[src/rtl/stage_mem.sv]
// Memory-access stage of the in-order RV64 pipeline: stage register, single
// outstanding req/ack data-bus access, store lane shifting and load alignment.
module stage_mem #(
  parameter int unsigned XLEN = 64
) (
  input  logic            clock,
  input  logic            reset,
  input  logic            ex_valid,
  input  logic [XLEN-1:0] ex_pc,
  input  logic            ex_rd_en,
  input  logic [4:0]      ex_rd,
  input  logic [XLEN-1:0] ex_result,
  input  logic            ex_mem_read,
  input  logic            ex_mem_write,
  input  logic [1:0]      ex_mem_size,
  input  logic            ex_mem_unsigned,
  input  logic [XLEN-1:0] ex_store_data,
  output logic            mem_stall,
  output logic            dbus_req,
  output logic            dbus_we,
  output logic [XLEN-1:0] dbus_addr,
  output logic [XLEN-1:0] dbus_wdata,
  output logic [XLEN/8-1:0] dbus_wstrb,
  input  logic            dbus_ack,
  input  logic [XLEN-1:0] dbus_rdata,
  output logic            mem_valid,
  output logic [XLEN-1:0] pc,
  output logic            rd_en,
  output logic [4:0]      rd,
  output logic [XLEN-1:0] rd_value,
  output logic            mem_misalign
);

  localparam int unsigned STRB_W = XLEN / 8;
  localparam int unsigned OFF_W  = $clog2(STRB_W);

  localparam logic [0:0] IDLE = 1'b0;
  localparam logic [0:0] WAIT = 1'b1;

  logic [0:0]      state_q, state_d;

  logic            r_valid;
  logic [XLEN-1:0] r_pc;
  logic            r_rd_en;
  logic [4:0]      r_rd;
  logic [XLEN-1:0] r_result;
  logic            r_read;
  logic            r_write;
  logic [1:0]      r_size;
  logic            r_unsigned;
  logic [XLEN-1:0] r_store_data;

  logic              mem_op;
  logic              is_store;
  logic              misalign_raw;
  logic              access;
  logic [OFF_W-1:0]  off;
  logic [STRB_W-1:0] size_mask;
  logic [XLEN-1:0]   ld_shift;
  logic [XLEN-1:0]   ld_value;

  // Stage register: captures EX whenever the stage is not stalled
  always_ff @(posedge clock) begin
    if (reset) begin
      r_valid      <= 1'b0;
      r_pc         <= '0;
      r_rd_en      <= 1'b0;
      r_rd         <= '0;
      r_result     <= '0;
      r_read       <= 1'b0;
      r_write      <= 1'b0;
      r_size       <= '0;
      r_unsigned   <= 1'b0;
      r_store_data <= '0;
    end else if (!mem_stall) begin
      r_valid      <= ex_valid;
      r_pc         <= ex_pc;
      r_rd_en      <= ex_rd_en;
      r_rd         <= ex_rd;
      r_result     <= ex_result;
      r_read       <= ex_mem_read;
      r_write      <= ex_mem_write;
      r_size       <= ex_mem_size;
      r_unsigned   <= ex_mem_unsigned;
      r_store_data <= ex_store_data;
    end
  end

  // Access state register
  always_ff @(posedge clock) begin
    if (reset) state_q <= IDLE;
    else       state_q <= state_d;
  end

  // Next state: leave IDLE only when a request is not acked in its first cycle
  always_comb begin
    state_d = state_q;
    case (state_q)
      IDLE:    if (access && !dbus_ack) state_d = WAIT;
      WAIT:    if (dbus_ack || !access) state_d = IDLE;
      default: state_d = IDLE;
    endcase
  end

  // Access classification, bus drive and load alignment (read+write acts as load)
  always_comb begin
    mem_op   = r_read | r_write;
    is_store = r_write & ~r_read;
    off      = r_result[OFF_W-1:0];

    misalign_raw = 1'b0;
    size_mask    = '0;
    case (r_size)
      2'd0: begin misalign_raw = 1'b0;        size_mask = STRB_W'(8'h01); end
      2'd1: begin misalign_raw = off[0];      size_mask = STRB_W'(8'h03); end
      2'd2: begin misalign_raw = |off[1:0];   size_mask = STRB_W'(8'h0F); end
      default: begin misalign_raw = |off;     size_mask = STRB_W'(8'hFF); end
    endcase
    misalign_raw = misalign_raw & mem_op;

    access    = r_valid & mem_op & ~misalign_raw;
    dbus_req  = access;
    mem_stall = access & ~dbus_ack;
    dbus_we   = access & is_store;
    dbus_addr = access ? {r_result[XLEN-1:OFF_W], OFF_W'(0)} : '0;
    dbus_wdata = dbus_we ? (r_store_data << {off, 3'b000}) : '0;
    dbus_wstrb = dbus_we ? (size_mask << off) : '0;

    ld_shift = dbus_rdata >> {off, 3'b000};
    ld_value = ld_shift;
    case (r_size)
      2'd0: ld_value = r_unsigned ? {{(XLEN-8){1'b0}},  ld_shift[7:0]}
                                  : {{(XLEN-8){ld_shift[7]}},  ld_shift[7:0]};
      2'd1: ld_value = r_unsigned ? {{(XLEN-16){1'b0}}, ld_shift[15:0]}
                                  : {{(XLEN-16){ld_shift[15]}}, ld_shift[15:0]};
      2'd2: ld_value = r_unsigned ? {{(XLEN-32){1'b0}}, ld_shift[31:0]}
                                  : {{(XLEN-32){ld_shift[31]}}, ld_shift[31:0]};
      default: ld_value = ld_shift;
    endcase

    mem_valid    = r_valid & (~mem_op | misalign_raw | dbus_ack);
    mem_misalign = r_valid & misalign_raw;
    rd_en        = mem_valid & r_rd_en & ~is_store & ~misalign_raw;
    pc           = r_pc;
    rd           = r_rd;
    rd_value     = (r_read && !misalign_raw) ? ld_value : r_result;
  end

endmodule

[config.mk]
export PLATFORM = sky130hd
export DESIGN_NAME = stage_mem
export DESIGN_NICKNAME = d
export VERILOG_FILES = /design/src/rtl/stage_mem.sv
export SDC_FILE = /design/constraint.sdc
export NUM_CORES = 1
export LEC_CHECK = 0
export ABC_AREA = 1
export CORE_AREA = 2 2 211 213
export DETAILED_ROUTE_END_ITERATION = 6
export DIE_AREA = 0 0 213 215
export PLACE_DENSITY = 0.61
export SKIP_CTS_REPAIR_TIMING = 1
export SYNTH_ARGS = -nofsm -noshare
export SYNTH_HDL_FRONTEND = slang
export SYNTH_SLANG_ARGS = --single-unit
[constraint.sdc]
create_clock -name clock -period 3.56 [get_ports clock]
set_input_delay 1.068 -clock clock [delete_from_list [all_inputs] [get_ports clock]]
set_output_delay 1.068 -clock clock [all_outputs]
set_load 0.01 [all_outputs]
Word level (Yosys, flattened, before mapping) --
Index checks and enable logic that the tools add are counted.
Word-level totals: input port bits 271, bits in registers 204
Cells by class: reductions and logical operators 5, mux-type cells 10, equal/unequal tests 2, bitwise gates (word level) 19, shift operators 3
Operators by type and width (count):
- 64-bit two-way mux | 6
- 64-bit case mux with 3 select lines | 1
- 64-bit by 6-bit left shift with 64-bit output | 1
- 64-bit by 6-bit right shift with 64-bit output | 1
- 8-bit case mux with 3 select lines | 1
- 1-bit AND | 11
- 8-bit two-way mux | 1
- 8-bit by 3-bit left shift with 8-bit output | 1
- 1-bit inverter | 5
- 1-bit bitwise OR | 3
- 1-bit case mux with 3 select lines | 1
- 3-bit OR reduction | 1
- 2-bit by 1-bit == test with 1-bit output (second input constant) | 1
- 2-bit == test (second input constant) | 1
- 2-bit logical NOT | 1
- 2-bit OR reduction | 1
- 1-bit logical AND | 1
- 1-bit logical NOT | 1

Depth between registers and ports, before layout --
word-level depth 9, depth in mapped cells 12

Worst setup path after synthesis --
OpenSTA, ideal clock, no wires.
kind input port to output port, from input port dbus_rdata[63], to output port rd_value[18], slack 449 ps, stages 8, arrival time 2043 ps, cells stage by stage nand2_1 > nand3_1 > nand3_1 > nand2_1 > nand2_1 > nand2_1 > inv_1 > a21oi_1
On the way: cells in the longest elaborated chain, start to end 4
Ends and longest elaborated chain:
- from (decl) | RTL line 25 | input logic [XLEN-1:0] dbus_rdata,
- 64-bit by 6-bit right shift with 64-bit output * | RTL line 129 | ld_shift = dbus_rdata >> {off, 3'b000};
- 64-bit two-way mux (on tied branches) | RTL line 134, 132
- 64-bit case mux with 3 select lines * | RTL line 131 | case (r_size)
- 64-bit two-way mux * | RTL line 146 | rd_value = (r_read && !misalign_raw) ? ld_value : r_result;
- to (decl) | RTL line 30 | output logic [XLEN-1:0] rd_value,
Every way passes the cells marked *; elsewhere a longest branch is shown, timed or not.

Worst setup path in the final report --
from register r_result[0], to output port dbus_wdata[54]
On the way: cells in the longest elaborated chain, start to end 7
Ends and longest elaborated chain:
- from (decl) | RTL line 46 | logic [XLEN-1:0] r_result;
- from (signal assigned) | RTL line 80 | r_result <= ex_result;
- 3-bit OR reduction or 2-bit OR reduction (tied branches) | RTL line 117, 116
- 1-bit case mux with 3 select lines | RTL line 113 | case (r_size)
- 1-bit AND | RTL line 119 | misalign_raw = misalign_raw & mem_op;
- 1-bit inverter | RTL line 121 | access = r_valid & mem_op & ~misalign_raw;
- 1-bit AND | RTL line 121
- 1-bit AND | RTL line 124 | dbus_we = access & is_store;
- 64-bit two-way mux * | RTL line 126 | dbus_wdata = dbus_we ? (r_store_data << {off, 3'b000}) : '0;
- to (decl) | RTL line 22 | output logic [XLEN-1:0] dbus_wdata,
Marks and branches as above.

==> metrics.md <==
| Metric | Value |
|---|---|
| Gate Count Post-Synth | `2549` |
| First-pass GRT wire length | `93400 um` |
| Crit Path Max Fanout | `28` |
| CTS tree | `done` |
| Post-synthesis sequential element count | `204` |
| GPL Wtd Cong | `0.927` |
| Fin worst setup slack | `-0.0730 ns` |
| Slowest CP cell | `clkdlybuf4s50_1` |
| Max Clk Rate | `0.275 GHz` |
| Count of different cell masters after synthesis | `32` |
| Initial antenna violation count | `20` |
| P per Cell Area | `331 nW/um2` |
| Worst Setup End Kind | `primary output` |
| Failing checks | `negative setup slack` |
| Crit-path leading delay family | `buffers and inverters` |
| TritonRoute pass-1 iters | `6` |
| Vias in the first global route | `16.2k` |
| Die width | `213 um` |
| Max VDD drop | `306 uV` |
| Place WS | `-0.705 ns` |
| Setup TNS | `-0.230 ns` |
| Post-DP Area | `20200 um2` |
| Dominant cell type by area after synthesis | `dfxtp_1` |
| Worst Setup Start Kind | `flop` |
| Io pins | `546` |
| Skew final | `0.00989 ns` |
| Crit Path Class | `reg2out` |
| RSZ-0062 raised after global routing | `yes` |
| Syn avg cell area | `5.34 um2` |
| Int Power | `4.97 mW` |
| Hold Vio Cnt, Final | `0` |
| GRT Total Usage | `26.1%` |
| Max-slew headroom at the worst pin | `40.5%` |
| Synth top area share | `30.0%` |
| Ys Warns | `0` |
| Worst Path Buf+Inv | `4` |
| Worst slew pin tran | `0.893 ns` |
| Tmin final | `3.63 ns` |
| Crit path cell chain | `inv_4 -> buf_12 -> clkbuf_16 -> o21ai_0 -> o22ai_1 -> a21oi_1 -> nor2_1 -> clkdlybuf4s50_1` |
| Sequential cell area fraction in the yosys report | `30.0%` |
| Clk sinks | `204` |
| Max Buffers Root-to-Sink | `3` |
| Psw | `2.41 mW` |
| CP required | `2.49 ns` |
| HP Class | `reg2reg` |
| Dpl cells | `3642` |
| Die Footprint | `45800 um2` |
| Final Instance Area | `22300 um2` |
| Pleak | `13.7 nW` |
| Largest net degree at the start of global routing | `209` |
| Drc violations | `0` |
| Rows | `77` |
| Area grow syn2layout | `63.8%` |
| GRT overflow | `0` |
| Worst-Skew Late Latency | `0.53 ns` |
| Comb power frac | `31.8%` |
| Starting DRT DRC Count | `1417` |
| Final period utilization | `102%` |
| Routed wire length | `66700 um` |
| Total Nets Final | `3381` |
| # Max-Cap Violations | `0` |
| Final setup fails | `5` |
| Port Buffers | `542` |
| Vias | `17.8k` |
| Clk pwr share | `33.6%` |
| Via density | `4.78` |
| Max incr delay on CP | `0.55 ns` |
| Share of cells above drive strength 1 | `12.4%` |
| Status | `complete, but fails checks` |
| Initial Util | `31.2%` |
| Sw Share | `32.6%` |
| Chip height | `215 um` |
| Area contributors post-synth | `dfxtp_1 (30%), nand2_1 (22%), nor2_1 (19%), inv_1 (8.8%), o21ai_0 (4.6%)` |
| Detailed Place HPWL | `47000 um` |
| Slew Viols, Final | `0` |
| Data arrival, critical path | `2.57 ns` |
| DRT antenna net count | `0` |
| Core footprint | `43600 um2` |
| CTS Root Cell | `clkbuf_16` |
| Flop pwr share | `34.6%` |
| CTS H-Tree Depth | `1` |
| Final Instance Count excl. Fillers | `3731` |
| Mapped Area | `13600 um2` |
| Reg clk slew, reported paths | `0.06 ns` |
| WL per Instance | `17.9 um` |
| CTS Buf Count | `25` |
## per-stage QoR
step           hold slack, ns  util (%)  power [mW]
2_1_floorplan           0.447         -        3.59
3_3_place_gp            0.459      46.3        4.72
3_5_place_dp            0.465      46.3        4.73
4_1_cts                 0.480      48.1        7.24
5_1_grt                 0.504      51.1        7.74
6_report                0.477      51.1        7.38
## worst register-to-register path, cell delays in order (launching register included)
cell and delay, ns:
dfxtp_4 0.40, inv_4 0.08, o21ai_4 0.16, buf_6 0.15, nand3_4 0.10, buf_4 0.18, nand3_4 0.06, buf_4 0.14
buf_12 0.52, nand2_1 0.30, nand2_1 0.13, nor2_1 0.05
## worst paths after layout
| kind | start | end | slack [ns] | cells past startpoint |
|---|---|---|---|---|
| worst max-delay path | r_result[0] | dbus_wdata[54] | -0.07 | 8 |
| worst min-delay path | r_store_data[59] | r_store_data[59] | 0.48 | 2 |
| worst max register to register | r_result[0] | r_store_data[10] | 1.19 | 11 |
| worst min register to register | r_store_data[59] | r_store_data[59] | 0.48 | 2 |
## registers in the layout, indices dropped and copies added, names as in the netlist
register,count
rd,5
pc,64
r_write,1
r_valid,1
r_read,1
r_store_data,64
r_unsigned,1
r_result,64
r_size,2
r_rd_en,1
## layout by cell type, fill, tap and decap left out, drive strengths merged
cell type        n
nand2          813
nor2           696
clkdlybuf4s50  338
inv            325
dfxtp          204
buf            169
dlymetal6s2s   155
o21ai          137
a21oi           82
clkbuf          74
nand3           72
o211ai          23
diode           13
or2             11
clkinv           7
o22ai            7
conb             3
a31oi            2
o2111ai          2
o21a             2
nor3             1
clkinvlp         1
and2             1
bufinv           1
## layout make-up
class	instances	area (um2)
diodes	13	32.5
clock buffers	36	717
clock inverters	7	60.1
fillers	4621	21300
inverters	327	1250
multi-input cells	1852	8010
flip-flops and latches	204	4090
well taps	592	741
repair buffers	700	7420
## cell usage after synthesis
cell type,count
o211ai_1,22
buf_2,59
or2_2,10
inv_1,320
nor3_1,1
o21ai_2,1
o21ai_1,10
or2_0,1
nand3_1,70
nor2_2,2
o21ai_0,126
buf_1,17
and2_0,1
nand2_1,811
dfxtp_1,204
conb_1,1
a31oi_1,2
nor2_4,1
clkinv_1,1
o2111ai_1,2
nand2_4,1
a21oi_1,82
buf_6,1
nand2_2,1
nand3_2,2
clkbuf_1,66
nor2_1,693
o211ai_2,1
o22ai_1,7
inv_2,6
buf_4,25
o21a_1,2
## layer usage
layer / track usage (%) / wire length, um / share of wire [%]
met1: 33.9 / 28300 / 42
met2: 42.6 / 30300 / 45
met4: 8.23 / 2300 / 3.5
met3: 6.01 / 5630 / 8.4
met5: 0 / 106 / 0.16
## power by group through the flow
| stage | clock network [mW] | registers (mW) | logic, mW |
|---|---|---|---|
| 4_1_cts | 2.55 | 2.55 | 2.15 |
| 3_3_place_gp | 0 | 2.59 | 2.12 |
| 3_5_place_dp | 0 | 2.60 | 2.13 |
| 5_1_grt | 2.63 | 2.57 | 2.54 |
| 6_report | 2.48 | 2.55 | 2.34 |
| 2_1_floorplan | 0 | 2.59 | 0.998 |
## cells by family (layout without fill, tap and decap cells)
family	Yosys count	in the layout	synth area share, %
AOI/OAI and AO/OA	255	255	10.0
buffers and inverters	495	1070	14.9
DFF	204	204	30.0
other	1	16	0.0275
and+or+nand+nor	1594	1594	45.0
No activity file was read; power rests on OpenSTA's default activity.
